===== config.mk =====
export PLATFORM = sky130hd
export DESIGN_NAME = adpll_csr
export DESIGN_NICKNAME = d
export VERILOG_FILES = /design/src/rtl/adpll_csr_pkg.sv /design/src/rtl/adpll_hop_fsm.sv /design/src/rtl/adpll_csr.sv
export SDC_FILE = /design/constraint.sdc
export NUM_CORES = 1
export LEC_CHECK = 0
export CAP_MARGIN = 40
export CELL_PAD_IN_SITES_DETAIL_PLACEMENT = 1
export CELL_PAD_IN_SITES_GLOBAL_PLACEMENT = 2
export CORE_UTILIZATION = 35
export CTS_BUF_LIST = sky130_fd_sc_hd__clkbuf_16
export CTS_CLUSTER_SIZE = 14
export DETAILED_ROUTE_END_ITERATION = 12
export PLACE_DENSITY = 0.74
export SETUP_SLACK_MARGIN = 0.4
export SLEW_MARGIN = 40
export SYNTH_ARGS = -nofsm -noshare
export SYNTH_HDL_FRONTEND = slang
export SYNTH_SLANG_ARGS = --single-unit

===== constraint.sdc =====
create_clock -name clk -period 2.1 [get_ports clk]
set_clock_uncertainty 0.1 [all_clocks]
set_input_delay 0.63 -clock clk [delete_from_list [all_inputs] [get_ports clk]]
set_output_delay 0.63 -clock clk [all_outputs]
set_load 0.03 [all_outputs]

===== src/rtl/adpll_csr_pkg.sv =====
// Shared constants, status bit positions and hop FSM state type for adpll_csr.
package adpll_csr_pkg;

  // Word addresses
  localparam int unsigned ADDR_CTRL     = 0;
  localparam int unsigned ADDR_FCW      = 1;
  localparam int unsigned ADDR_LOOP_CFG = 2;
  localparam int unsigned ADDR_HOP      = 3;
  localparam int unsigned ADDR_STATUS   = 4;
  localparam int unsigned ADDR_IRQ_EN   = 5;
  localparam int unsigned ADDR_LOCK_TO  = 6;
  localparam int unsigned ADDR_TABLE    = 8;

  // CTRL bit positions
  localparam int unsigned CTRL_EN       = 0;
  localparam int unsigned CTRL_MODE_LSB = 1;
  localparam int unsigned CTRL_SRST     = 3;

  // STATUS bit positions
  localparam int unsigned ST_LOCK       = 0;
  localparam int unsigned ST_SAT        = 1;
  localparam int unsigned ST_LOCK_STK   = 2;
  localparam int unsigned ST_SAT_STK    = 3;
  localparam int unsigned ST_HOP_DONE   = 4;
  localparam int unsigned ST_HOP_TO     = 5;

  typedef enum logic [1:0] {
    IDLE,
    DROP,
    LOAD,
    WAIT
  } hop_state_t;

  localparam logic [25:0] FCW_RST = 26'h2620000;

  // {alpha_l, alpha_m, alpha_s_rx, alpha_s_tx, beta, lambda_rx, lambda_tx, iir_n_rx, iir_n_tx}
  localparam logic [31:0] LOOP_CFG_RST = {4'd14, 4'd8, 4'd7, 4'd4, 4'd0,
                                          3'd2, 3'd2, 3'd3, 3'd2};

endpackage


===== src/rtl/adpll_hop_fsm.sv =====
// Channel-hop sequencer: drop enable, load preset, re-enable and wait for lock.
module adpll_hop_fsm
  import adpll_csr_pkg::*;
#(
  parameter int unsigned IDX_W = 2,
  parameter int unsigned TO_W  = 16
) (
  input  logic             clk,
  input  logic             rst_n,
  input  logic             start,
  input  logic [IDX_W-1:0] start_idx,
  input  logic             abort,
  input  logic             lock,
  input  logic [TO_W-1:0]  lock_to,
  output logic             busy,
  output logic             load,
  output logic             drive_low,
  output logic             drive_high,
  output logic             done,
  output logic             timeout,
  output logic [IDX_W-1:0] cur_idx
);

  hop_state_t      state, state_nx;
  logic [TO_W-1:0] cnt;

  // State register
  always_ff @(posedge clk or negedge rst_n) begin
    if (!rst_n) state <= IDLE;
    else        state <= state_nx;
  end

  // Latch the target index when a hop starts
  always_ff @(posedge clk or negedge rst_n) begin
    if (!rst_n)     cur_idx <= '0;
    else if (start) cur_idx <= start_idx;
  end

  // Lock-wait counter: zero outside WAIT, so WAIT always begins at 0
  always_ff @(posedge clk or negedge rst_n) begin
    if (!rst_n)              cnt <= '0;
    else if (state == WAIT)  cnt <= cnt + TO_W'(1);
    else                     cnt <= '0;
  end

  // Next state, one-cycle done/timeout pulses; lock beats timeout, abort beats all
  always_comb begin
    state_nx = state;
    done     = 1'b0;
    timeout  = 1'b0;
    case (state)
      IDLE: if (start) state_nx = DROP;
      DROP: state_nx = LOAD;
      LOAD: state_nx = WAIT;
      WAIT: begin
        if (lock) begin
          done     = 1'b1;
          state_nx = IDLE;
        end else if (cnt == lock_to) begin
          timeout  = 1'b1;
          state_nx = IDLE;
        end
      end
      default: state_nx = IDLE;
    endcase
    if (abort) begin
      state_nx = IDLE;
      done     = 1'b0;
      timeout  = 1'b0;
    end
  end

  // Enable override and status decode
  always_comb begin
    busy       = (state != IDLE);
    load       = (state == LOAD);
    drive_low  = (state == DROP) || (state == LOAD);
    drive_high = (state == WAIT);
  end

endmodule


===== src/rtl/adpll_csr.sv =====
// ADPLL CPU register block: loop config, preset FCW table, hop sequencer, sticky status, irq.
module adpll_csr
  import adpll_csr_pkg::*;
#(
  parameter int unsigned DATA_W   = 32,
  parameter int unsigned ADDR_W   = 5,
  parameter int unsigned FCW_W    = 26,
  parameter int unsigned N_CH     = 4,
  parameter int unsigned SRST_CYC = 4,
  parameter int unsigned TO_W     = 16
) (
  input  logic              clk,
  input  logic              rst_n,
  input  logic              valid,
  input  logic [ADDR_W-1:0] address,
  input  logic [DATA_W-1:0] wdata,
  input  logic              wstrb,
  output logic [DATA_W-1:0] rdata,
  output logic              ready,
  input  logic              channel_lock,
  input  logic              channel_sat,
  output logic              adpll_en,
  output logic              adpll_soft_rst,
  output logic [1:0]        adpll_mode,
  output logic [FCW_W-1:0]  fcw,
  output logic [31:0]       loop_cfg,
  output logic              irq
);

  localparam int unsigned IDX_W = (N_CH > 1) ? $clog2(N_CH) : 1;
  localparam int unsigned SR_W  = $clog2(SRST_CYC + 1);

  logic              accept, wr_en;
  logic [31:0]       addr32;
  logic              sel_ctrl, sel_fcw, sel_cfg, sel_hop;
  logic              sel_status, sel_irqen, sel_lockto, sel_tbl;
  logic [IDX_W-1:0]  tbl_idx;
  logic              hop_start, srst_wr, ctrl_wr, fcw_wr;

  logic              ctrl_en;
  logic [1:0]        ctrl_mode;
  logic [FCW_W-1:0]  fcw_q;
  logic [31:0]       loop_cfg_q;
  logic [TO_W-1:0]   lock_to_q;
  logic [3:0]        irq_en_q;
  logic [3:0]        sticky;
  logic [3:0]        sticky_set, sticky_clr;
  logic [5:0]        status_vec;
  logic [SR_W-1:0]   srst_cnt;
  logic [FCW_W-1:0]  tbl [N_CH];
  logic [DATA_W-1:0] rd_mux;

  logic              busy, fsm_load, fsm_low, fsm_high, hop_done, hop_to;
  logic [IDX_W-1:0]  cur_idx;

  assign accept = valid & ~ready;
  assign wr_en  = accept & wstrb;
  assign addr32 = 32'(address);

  assign sel_ctrl   = (addr32 == ADDR_CTRL);
  assign sel_fcw    = (addr32 == ADDR_FCW);
  assign sel_cfg    = (addr32 == ADDR_LOOP_CFG);
  assign sel_hop    = (addr32 == ADDR_HOP);
  assign sel_status = (addr32 == ADDR_STATUS);
  assign sel_irqen  = (addr32 == ADDR_IRQ_EN);
  assign sel_lockto = (addr32 == ADDR_LOCK_TO);
  assign sel_tbl    = (addr32 >= ADDR_TABLE) && (addr32 < ADDR_TABLE + N_CH);
  assign tbl_idx    = IDX_W'(addr32 - ADDR_TABLE);

  // Full-width index compare so out-of-range indices are not aliased by truncation
  assign hop_start = wr_en & sel_hop & ~busy & (wdata < DATA_W'(N_CH));
  // Soft reset is honoured even while busy; the other CTRL fields are not
  assign srst_wr   = wr_en & sel_ctrl & wdata[CTRL_SRST];
  assign ctrl_wr   = wr_en & sel_ctrl & ~busy;
  assign fcw_wr    = wr_en & sel_fcw & ~busy;

  adpll_hop_fsm #(
    .IDX_W(IDX_W),
    .TO_W (TO_W)
  ) u_hop (
    .clk       (clk),
    .rst_n     (rst_n),
    .start     (hop_start),
    .start_idx (wdata[IDX_W-1:0]),
    .abort     (srst_wr),
    .lock      (channel_lock),
    .lock_to   (lock_to_q),
    .busy      (busy),
    .load      (fsm_load),
    .drive_low (fsm_low),
    .drive_high(fsm_high),
    .done      (hop_done),
    .timeout   (hop_to),
    .cur_idx   (cur_idx)
  );

  // Registered handshake: one-cycle ready with read data
  always_ff @(posedge clk or negedge rst_n) begin
    if (!rst_n) begin
      ready <= 1'b0;
      rdata <= '0;
    end else begin
      ready <= accept;
      rdata <= accept ? rd_mux : '0;
    end
  end

  // Configuration registers; hop completion owns CTRL.en and the FCW load
  always_ff @(posedge clk or negedge rst_n) begin
    if (!rst_n) begin
      ctrl_en    <= 1'b0;
      ctrl_mode  <= '0;
      fcw_q      <= FCW_W'(FCW_RST);
      loop_cfg_q <= LOOP_CFG_RST;
      lock_to_q  <= '1;
      irq_en_q   <= '0;
    end else begin
      if (hop_done)     ctrl_en <= 1'b1;
      else if (hop_to)  ctrl_en <= 1'b0;
      else if (ctrl_wr) ctrl_en <= wdata[CTRL_EN];
      if (ctrl_wr) ctrl_mode <= wdata[CTRL_MODE_LSB +: 2];
      if (fsm_load)    fcw_q <= tbl[cur_idx];
      else if (fcw_wr) fcw_q <= wdata[FCW_W-1:0];
      if (wr_en && sel_cfg)    loop_cfg_q <= wdata[31:0];
      if (wr_en && sel_lockto) lock_to_q  <= wdata[TO_W-1:0];
      if (wr_en && sel_irqen)  irq_en_q   <= wdata[ST_HOP_TO:ST_LOCK_STK];
    end
  end

  // Preset channel table, writable at any time
  always_ff @(posedge clk or negedge rst_n) begin
    if (!rst_n) begin
      for (int unsigned i = 0; i < N_CH; i++) tbl[i] <= FCW_W'(FCW_RST);
    end else begin
      for (int unsigned i = 0; i < N_CH; i++)
        if (wr_en && sel_tbl && (tbl_idx == IDX_W'(i))) tbl[i] <= wdata[FCW_W-1:0];
    end
  end

  assign sticky_set = {hop_to, hop_done, channel_sat, channel_lock};
  assign sticky_clr = (wr_en && sel_status) ? wdata[ST_HOP_TO:ST_LOCK_STK] : '0;

  // Sticky status (set wins over W1C) and registered interrupt
  always_ff @(posedge clk or negedge rst_n) begin
    if (!rst_n) begin
      sticky <= '0;
      irq    <= 1'b0;
    end else begin
      sticky <= (sticky & ~sticky_clr) | sticky_set;
      irq    <= |(sticky & irq_en_q);
    end
  end

  // Soft-reset pulse counter; a repeat write reloads it
  always_ff @(posedge clk or negedge rst_n) begin
    if (!rst_n)              srst_cnt <= '0;
    else if (srst_wr)        srst_cnt <= SR_W'(SRST_CYC);
    else if (srst_cnt != '0) srst_cnt <= srst_cnt - SR_W'(1);
  end

  // Read data mux; unmapped addresses read all ones
  always_comb begin
    status_vec              = '0;
    status_vec[ST_LOCK]     = channel_lock;
    status_vec[ST_SAT]      = channel_sat;
    status_vec[ST_LOCK_STK] = sticky[0];
    status_vec[ST_SAT_STK]  = sticky[1];
    status_vec[ST_HOP_DONE] = sticky[2];
    status_vec[ST_HOP_TO]   = sticky[3];
    rd_mux = '1;
    if (sel_ctrl)        rd_mux = DATA_W'({ctrl_mode, ctrl_en});
    else if (sel_fcw)    rd_mux = DATA_W'(fcw_q);
    else if (sel_cfg)    rd_mux = DATA_W'(loop_cfg_q);
    else if (sel_hop)    rd_mux = DATA_W'({4'(cur_idx), 3'b000, busy});
    else if (sel_status) rd_mux = DATA_W'(status_vec);
    else if (sel_irqen)  rd_mux = DATA_W'({irq_en_q, 2'b00});
    else if (sel_lockto) rd_mux = DATA_W'(lock_to_q);
    else if (sel_tbl)    rd_mux = DATA_W'(tbl[tbl_idx]);
  end

  assign adpll_soft_rst = (srst_cnt != '0);
  assign adpll_en       = fsm_high | (~fsm_low & ctrl_en & ~adpll_soft_rst);
  assign adpll_mode     = ctrl_mode;
  assign fcw            = fcw_q;
  assign loop_cfg       = loop_cfg_q;

endmodule

==> results.md, run 1 <==
- TritonCTS clock tree: yes
- Final setup TNS: -1280 ps
- Lkg Pwr: 8.94 nW
- Vias: 9772
- CTS Root Cell: clkbuf_16
- First-pass DRT Iterations: 5
- Post-layout util: around 58%
- RSZ-0062 raised after global routing: yes
- CP required: about 1400 ps
- Yosys top cell area share: about two fifths
- Sequential Area: just over 6000 um2
- Syn Inst Count: between 900 and 1000
- Cell Area, Synth: roughly 12000 um2
- Layout cells sized above 1: between 60 and 70%
- Initial antenna violation count: 1
- Worst setup margin: -256 ps
- Crit start category: flop
- Hold Path End: loop_cfg[27]
- Register-to-Register Path Depth: 8
- Hold Path Class: input pin to flop
- Starting DRC count in detailed routing: about 600
- Hold Path Origin: wdata[27]
- Worst-margin pin slew: between 700 and 800 ps
- Final ANT Viol Nets: 0
- Dpl hpwl: ~26000 um
- Yosys cell types: 60
- Area contributors post-synth: dfrtp_1 (41%), mux2_2 (13%), dfstp_2 (11%)
- Failing checks: negative setup slack
- Final Non-Filler Cells: between 1500 and 2000
- Maximum Capacitance Violations: 0
- Die X: approximately 190 um
- Setup CP Type: flop to output port
- VDD IR max: about 0.62 mV
- Synth top cells by count: dfrtp_1 (197), mux2_2 (139), nand2_1 (60), mux4_2 (52), dfstp_2 (49)
- GRT overflow: 0
- Clock Latency Late Sink: approximately 570 ps
- Post-synth EDFFs: 0
- Final period util: 112%
- Area Overhead vs Synth: 61.8%
- DR vias/cell: between 5 and 6
- Asr flop ratio synth: between 90% and 100%
- Post-synth top flop: dfrtp_1
- Synth Area in Adders: less than 1%
- Worst slew margin: a little under half
- Minimum clock period: 2360 ps
- Final setup viols: 30
- R2R setup slack: -70 ps
- Critical path endpoint category: output port
- Multi-input gate area: 6890 um2
- Top Ports: roughly 140
- Total clock buffers created by CTS: 29
- Die height: roughly 190 um
- Net Count, Synth: 962
- Worst hold path depth: 2
- Yosys top cell by area: dfrtp_1
- Yosys reg bits: roughly 250
- # fillers: between 3000 and 4000
- Core Box Area: 33700 um2
- Hold Vio Cnt, Final: 0
- Complex-gate fraction of the synthesized area: 6.46%
- Largest family of logic cells by synthesized area: multiplexers
- First-pass GRT wire length: around 71000 um
- CTS HTree Levels: 1
- Sequential area share after synthesis: about 52%
- Largest net degree at the start of global routing: between 40 and 50
- Syn Area/Cell: approximately 13 um2
- Final GP Congestion: 0.856
- Cells after DPL: 1578
- Starting density of the core: 35.7%
- Num rows: between 60 and 70
- Status: finished, violations left
- YS warnings: 0
- I/O Buffers: between 100 and 150
- Mux share of post-synthesis cell area: 27.8%
- Diodes inserted: 0
- Final net count: approximately 1400
- XOR/XNOR Fraction of Synth Area: roughly 2.1%
- CTS sink count: 246
- Crit path max fanout: 2
- Top-count cell post-synth: dfrtp_1
- Number of global-route vias before repair: 10940
- Max Slew Vio Count: 0
- Pwr Total: around 0.016 W
- Die ar.: between 30000 and 40000 um2
- Detailed-route DRC error count: 0
- Pwr Density: roughly 830 nW/um2
- Wire per inst: 27.0 um
- Clock transition at the registers of the reported paths: approximately 60 ps
- Worst r2r dst: tbl[91]
- Max Clock Freq: around 0.42 GHz
- Clock Path Buffers: 3
- Simple-gate share of the synthesized area: around 8.4%
- Worst EP arrival: 1630 ps
- GRT Overall Usage: about a quarter
- Post-Route WL: approximately 48000 um
- Worst r2r src: ready
## through the flow
| step | setup WS, ps | hold slack [ps] | instance area (um2) |
|---|---|---|---|
| 3_3_place_gp | -1140 | 404 | 15300 |
| 5_1_grt | -340 | 348 | 19500 |
| 3_5_place_dp | -1190 | 401 | 15300 |
| 6_report | -256 | 347 | 19500 |
| 4_1_cts | -281 | 215 | 18800 |
| 2_1_floorplan | -482 | 234 | 12500 |
## worst max-delay path by stage
stage	from	slack (ps)	end	cells after the start
2_1_floorplan	address[4]	-480	tbl[101]	8
3_3_place_gp	wdata[21]	-1140	u_hop.cur_idx[0]	8
3_5_place_dp	wdata[21]	-1190	u_hop.cur_idx[0]	8
6_report	u_hop.state[1]	-260	adpll_en	5
4_1_cts	u_hop.state[1]	-280	adpll_en	5
5_1_grt	u_hop.state[1]	-340	adpll_en	5
## flip-flops by register name, indices dropped and copies added (netlist names)
signal         count
adpll_mode         2
u_hop.cnt         16
irq                1
rdata             32
ready              1
fcw               26
irq_en_q           4
loop_cfg          32
sticky             4
srst_cnt           3
u_hop.state        2
u_hop.cur_idx      2
lock_to_q         16
ctrl_en            1
tbl              104
## metal layers
layer	wire length (um)	vias to the layer above	track usage, %
met2	24200	327	45.0
met4	1600	0	9.72
met5	0	-	0
met1	20000	5136	34.0
li1	-	4197	-
met3	2370	112	4.97
## critical path, cell delays in order (launching register included)
cell	delay [ps]
dfrtp_1	390
inv_2	80
ha_4	200
nand2b_4	150
o21bai_4	130
buf_12	130
## power breakdown
group	internal, W	switching (W)
Combinational	0.00271	0.00250
Clock	0.00273	0.00208
Sequential	0.00547	0.000612
Total	0.0109	0.00519
## cell families (layout without fill, tap and decap cells)
| logic type | count (synthesis) | in the layout |
|---|---|---|
| buffers and inverters | 72 | 499 |
| muxes | 242 | 242 |
| adders and majority gates | 6 | 6 |
| xor gates and xnor gates | 29 | 29 |
| AOI/OAI and AO/OA | 112 | 112 |
| DFF | 246 | 246 |
| and+or+nand+nor | 206 | 206 |
## what timing repair did
action | in CTS | in global routing
setup buffers | 106 | 32
pin swaps | 66 | 43
cloned | 16 | 1
hold endpoints to repair | 31 | 0
setup endpoints to repair | 329 | 330
hold buffers | 1 | 0
gates resized for setup | 1032 | 97
## cells in the final DEF, fill, tap and decap left out, types with 6 or more instances in the layout
master / synthesis / final
a211oi_2: 0 / 8
a2bb2oi_2: 0 / 6
and2_1: 14 / 12
buf_12: 2 / 55
buf_16: 0 / 16
buf_2: 13 / 8
buf_4: 4 / 181
buf_6: 2 / 144
clkbuf_16: 0 / 30
clkinv_1: 0 / 9
dfrtp_1: 197 / 187
dfrtp_2: 0 / 10
dfstp_2: 49 / 49
dlygate4sd2_1: 0 / 13
inv_1: 11 / 14
mux2_2: 139 / 7
mux2_4: 20 / 152
mux2i_1: 31 / 27
mux4_2: 52 / 52
nand2_1: 60 / 40
nand2_2: 0 / 6
nand2_4: 0 / 12
nand3_1: 13 / 10
nand4_1: 9 / 9
nor2_1: 48 / 38
nor2_4: 0 / 8
nor3_2: 0 / 10
nor3_4: 0 / 7
o21a_1: 7 / 7
o21ai_0: 35 / 8
o21ai_1: 2 / 25
o221ai_1: 12 / 7
xnor2_1: 24 / 23
## cell type report
class / instances / area share [%]
Clock buffer: 29 / 3.73
Clock inverter: 25 / 0.829
Inverter: 11 / 0.225
Multi-Input combinational cell: 595 / 35.4
Sequential cell: 246 / 32.0
Tap cell: 448 / 2.88
Timing Repair Buffer: 434 / 24.9
Power figures use the tool's default switching activity.
==> run 2, diff against run 1 <==
--- a/config.mk
+++ b/config.mk
@@ -13,6 +13,7 @@
 export CTS_CLUSTER_SIZE = 14
 export DETAILED_ROUTE_END_ITERATION = 12
 export PLACE_DENSITY = 0.74
+export RECOVER_POWER = 25
 export SETUP_SLACK_MARGIN = 0.4
 export SLEW_MARGIN = 40
 export SYNTH_ARGS = -nofsm -noshare
==> results.md, run 2 (synthesis gave the netlist of run 1 again) <==
- Largest net degree at the start of global routing: between 40 and 50
- Minimum clock period: between 2000 and 2500 ps
- Diodes inserted: 0
- Wire per inst: about 27 um
- Dpl hpwl: between 20000 and 30000 um
- Vias: just under 10000
- Biggest register: tbl
- Max Slew Vio Count: 43
- Total clock buffers created by CTS: 29
- Multi-input gate area: 6890 um2
- CTS HTree Levels: 1
- GRT Overall Usage: 26.6%
- GRT overflow: 0
- Hold Vio Cnt, Final: 0
- CP peak stage delay: 390 ps
- I/O Buffers: 138
- Post-Route WL: about 48000 um
- CTS sink count: between 200 and 250
- Fin Hold WS: approximately 350 ps
- Die ar.: 35100 um2
- Number of global-route vias before repair: between 10000 and 15000
- Max reg flops: ~100
- Status: finished, violations left
- Final ANT Viol Nets: 0
- Worst-margin pin slew: about 1500 ps
- Final setup viols: 74
- Core Box Area: 33700 um2
- Crit start category: flop
- # fillers: 3181
- Layout cells sized above 1: around 64%
- Worst setup margin: -255 ps
- Die height: around 190 um
- Post-layout util: between 50% and 60%
- Max Clock Freq: 0.425 GHz
- CP required: about 1400 ps
- First-pass DRT Iterations: 5
- Maximum Capacitance Violations: 1
- Clock Path Buffers: 3
- RSZ-0062 raised after global routing: yes
- Most frequent cells in the layout: dfrtp_1 (187), buf_4 (180), mux2_4 (152)
- Cell family with most CP delay: flip-flops
- Starting DRC count in detailed routing: about 600
- Final net count: between 1000 and 1500
- First-pass GRT wire length: slightly above 70000 um
- Worst EP arrival: approximately 1600 ps
- Setup CP Type: flop to output port
- Top Ports: about 140
- Die X: 187 um
- VDD IR max: between 0.6 and 0.7 mV
- Num rows: 67
- CP Cell Sequence: inv_2, ha_4, nand2b_4, o21bai_4, buf_12
- Slowest CP cell: dfrtp_1
- TritonCTS clock tree: yes
- Clock transition at the registers of the reported paths: approximately 60 ps
- Commonest non-fill, non-tap cell in the layout: dfrtp_1
- Final GP Congestion: approximately 0.86
- CP bufs+invs: 2
- Failing checks: max-capacitance violations, max-slew violations, negative setup slack
- Crit path max fanout: 2
- Pwr Density: approximately 830 nW/um2
- Clock Latency Late Sink: ~570 ps
- Detailed-route DRC error count: 0
- DR vias/cell: between 5 and 6
- Lkg Pwr: 8.93 nW
- Hold Path Class: input pin to flop
- CTS Root Cell: clkbuf_16
- Initial antenna violation count: 1
- Sequential Area: 6230 um2
- Final period util: 112%
- Area Overhead vs Synth: 61.7%
- Worst slew margin: -3.26%
- Starting density of the core: 35.7%
- Critical path endpoint category: output port
-- run 2: metal layers --
| metal | GRT usage [%] | up-vias | wire [um] |
|---|---|---|---|
| met1 | 34.0 | 5133 | 20100 |
| li1 | - | 4195 | - |
| met2 | 45.0 | 326 | 24200 |
| met5 | 0 | - | 0 |
| met4 | 9.72 | 0 | 1600 |
| met3 | 4.97 | 112 | 2340 |
-- run 2: final cells by class --
type                            instances  area share, %
Timing Repair Buffer                  434           24.9
Clock buffer                           29           3.73
Clock inverter                         25          0.830
Multi-Input combinational cell        595           35.4
Sequential cell                       246           32.0
Inverter                               11          0.225
Tap cell                              448           2.88
-- run 2: stage by stage --
| step | total power [W] | setup WS, ps | setup TNS (ps) | cell area, um2 | cells |
|---|---|---|---|---|---|
| 3_3_place_gp | 0.00990 | -1140 | -157400 | 15300 | 1578 |
| 6_report | 0.0161 | -255 | -2450 | 19500 | 1788 |
| 3_5_place_dp | 0.0100 | -1190 | -161830 | 15300 | 1578 |
| 5_1_grt | 0.0167 | -340 | -29880 | 19500 | 1788 |
| 2_1_floorplan | 0.00812 | -482 | -42200 | 12500 | 913 |
| 4_1_cts | 0.0157 | -281 | -931 | 18800 | 1755 |
-- run 2: path summary, 6_finish.rpt --
check | startpoint | endpoint | slack (ps) | cells after the start
max in group asynchronous | rst_n | lock_to_q[15] | -120 | 3
hold / removal | wdata[27] | loop_cfg[27] | 350 | 2
min in group asynchronous | rst_n | srst_cnt[2] | 900 | 2
hold reg to reg | tbl[29] | tbl[29] | 430 | 1
setup reg to reg | ready | tbl[91] | -70 | 8
setup / recovery | u_hop.state[1] | adpll_en | -260 | 5
-- run 2: report_power, final --
| group | switching, W | internal, W | total [W] |
|---|---|---|---|
| Combinational | 0.00250 | 0.00271 | 0.00520 |
| Sequential | 0.000612 | 0.00547 | 0.00609 |
| Clock | 0.00208 | 0.00273 | 0.00481 |
| Total | 0.00519 | 0.0109 | 0.0161 |
-- run 2: timing repair --
action | CTS | global route
gates resized for setup | 1032 | 97
endpoints found under the hold margin | 31 | 0
pin swaps | 66 | 43
setup buffers | 106 | 32
endpoints found under the setup margin | 329 | 330
gates cloned | 16 | 1
hold buffers | 1 | 0
==> run 3, diff against run 2 <==
--- a/config.mk
+++ b/config.mk
@@ -14,6 +14,7 @@
 export DETAILED_ROUTE_END_ITERATION = 12
 export PLACE_DENSITY = 0.74
 export RECOVER_POWER = 25
+export REMOVE_ABC_BUFFERS = 1
 export SETUP_SLACK_MARGIN = 0.4
 export SLEW_MARGIN = 40
 export SYNTH_ARGS = -nofsm -noshare
==> results.md, run 3 (synthesis gave the netlist of run 1 again) <==
- Status: finished, violations left
- Failing checks: negative setup slack
- Final ANT Viol Nets: 0
- CP required: approximately 1400 ps
- GRT Overall Usage: about a quarter
- Clock Latency Late Sink: 570 ps
- Wire per inst: ~27 um
- Register share of total power: a little under two fifths
- Biggest register: tbl
- Diodes inserted: 0
- Max Clock Freq: between 0.4 and 0.5 GHz
- Starting DRC count in detailed routing: 534
- Critical path endpoint category: output port
- Final net count: 1362
- Die height: 187 um
- Layout cells sized above 1: ~64%
- Crit path max fanout: 2
- Max reg flops: approximately 100
- Most frequent cells in the layout: dfrtp_1 (187), buf_4 (181), buf_6 (161)
- RSZ-0062 raised after global routing: yes
- CTS sink count: between 200 and 250
- Total clock buffers created by CTS: 28
- Top Ports: about 140
- Vias: between 9000 and 10000
- Final setup viols: between 60 and 70
- Hold Path Class: input pin to flop
- Maximum Capacitance Violations: 0
- First-pass DRT Iterations: 5
- Hold Vio Cnt, Final: 0
- Worst-margin pin slew: 1200 ps
- Worst EP arrival: around 1600 ps
- Commonest non-fill, non-tap cell in the layout: dfrtp_1
- Number of global-route vias before repair: 10580
- CTS Root Cell: clkbuf_16
- Area Overhead vs Synth: 59.3%
- GRT overflow: 0
- Sw frac: approximately a third
- Post-layout util: between 50% and 60%
- Core Box Area: 33700 um2
- Combinational share of power: 30.4%
- Minimum clock period: roughly 2400 ps
- Cells after DPL: between 1500 and 2000
- Max Slew Vio Count: 0
- Psw: roughly 0.0051 W
- Final Non-Filler Cells: 1783
- Largest net degree at the start of global routing: 54
- DR vias/cell: ~5.4
- Final period util: 112%
- Worst setup margin: -258 ps
- Setup CP Type: flop to output port
- Die ar.: 35100 um2
- VDD IR max: 0.790 mV
- Num rows: 67
- Lkg Pwr: between 8 and 9 nW
- Power share of the clock group: around 32%
- Post-Route WL: around 47000 um
- Initial antenna violation count: 0
- Clock transition at the registers of the reported paths: 60 ps
- CP Cell Sequence: inv_2, ha_4, nand2b_4, o21bai_4, buf_12
- Slowest CP cell: dfrtp_1
- TritonCTS clock tree: yes
- Die X: ~190 um
- First-pass GRT wire length: slightly below 70000 um
- Final GP Congestion: about 0.84
- Pwr Density: between 800 and 900 nW/um2
- Pint: roughly 0.011 W
- Detailed-route DRC error count: 0
- Crit start category: flop
- I/O Buffers: approximately 140
- CP peak stage delay: ~380 ps
- Dpl hpwl: around 26000 um
- CTS HTree Levels: 1
- Worst slew margin: approximately 20%
- Starting density of the core: about 36%
- Clock Path Buffers: 3
[run 3: changes by cell type in the layout (fill, tap and decap cells not counted), sizes merged]
cell / change
clkinv: +1
clkinvlp: +1
clkdlybuf4s15: +3
inv: -7
bufinv: +4
dlygate4sd2: -6
clkbuf: -1
[run 3: stage by stage]
stage | hold WS, ps | power [W] | setup slack (ps) | TNS [ps] | instance area (um2)
floorplan | 234 | 0.00783 | -1320 | -168550 | 11700
global placement | 395 | 0.00955 | -1000 | -180930 | 14900
detailed placement | 410 | 0.00966 | -1050 | -183850 | 14900
CTS | 255 | 0.0160 | -286 | -418 | 18300
global route | 249 | 0.0170 | -313 | -5420 | 19200
finish | 255 | 0.0164 | -258 | -2200 | 19200
[run 3: cell type report]
type | instances | area (um2)
fillers | 3265 | 14500
clock buffers | 28 | 701
clock inverters | 24 | 275
flip-flops and latches | 246 | 6230
multi-input cells | 595 | 6750
inverters | 11 | 43.8
well taps | 448 | 561
repair buffers | 431 | 4600
[run 3: timing repair]
item,CTS,global route
pin swaps,64,58
resized for setup,1027,184
hold buffers,1,0
setup endpoints to repair,328,328
endpoints found under the hold margin,28,0
buffers inserted,115,33
gates cloned,13,2
[run 3: layer usage]
| layer | GRT usage (%) | part of all wire, % | up-vias |
|---|---|---|---|
| li1 | - | - | 4165 |
| met1 | 33.5 | 42 | 5177 |
| met2 | 43.6 | 51 | 272 |
| met3 | 4.18 | 3.9 | 76 |
| met4 | 9.44 | 2.9 | 0 |
| met5 | 0 | 0 | - |
[run 3: worst paths after layout]
path                                     start            end  slack, ps  depth (start not counted)
worst max-delay path            u_hop.state[0]       adpll_en       -260                          5
worst min-delay path                 wdata[31]   loop_cfg[31]        250                          2
worst max register to register           ready        tbl[60]        -80                         10
worst min register to register     irq_en_q[3]            irq        420                          2
max in group asynchronous                rst_n    loop_cfg[7]        150                          3
min in group asynchronous                rst_n  u_hop.cnt[11]        770                          2
[run 3: worst max-delay path: cells and delay by family (launching register included)]
family | cells | cell delay [ps]
simple gates | 1 | 150
buf+inv | 2 | 210
compound gates | 1 | 130
fa+ha+maj | 1 | 200
flops | 1 | 380
[run 3: power groups by stage]
stage                     clock (W)  sequential [W]  combinational, W
after CTS                   0.00532         0.00605           0.00461
after global placement            0         0.00607           0.00348
after floorplan                   0         0.00647           0.00136
final                       0.00528         0.00610           0.00498
after global routing        0.00556         0.00615           0.00530
after detailed placement          0         0.00610           0.00356
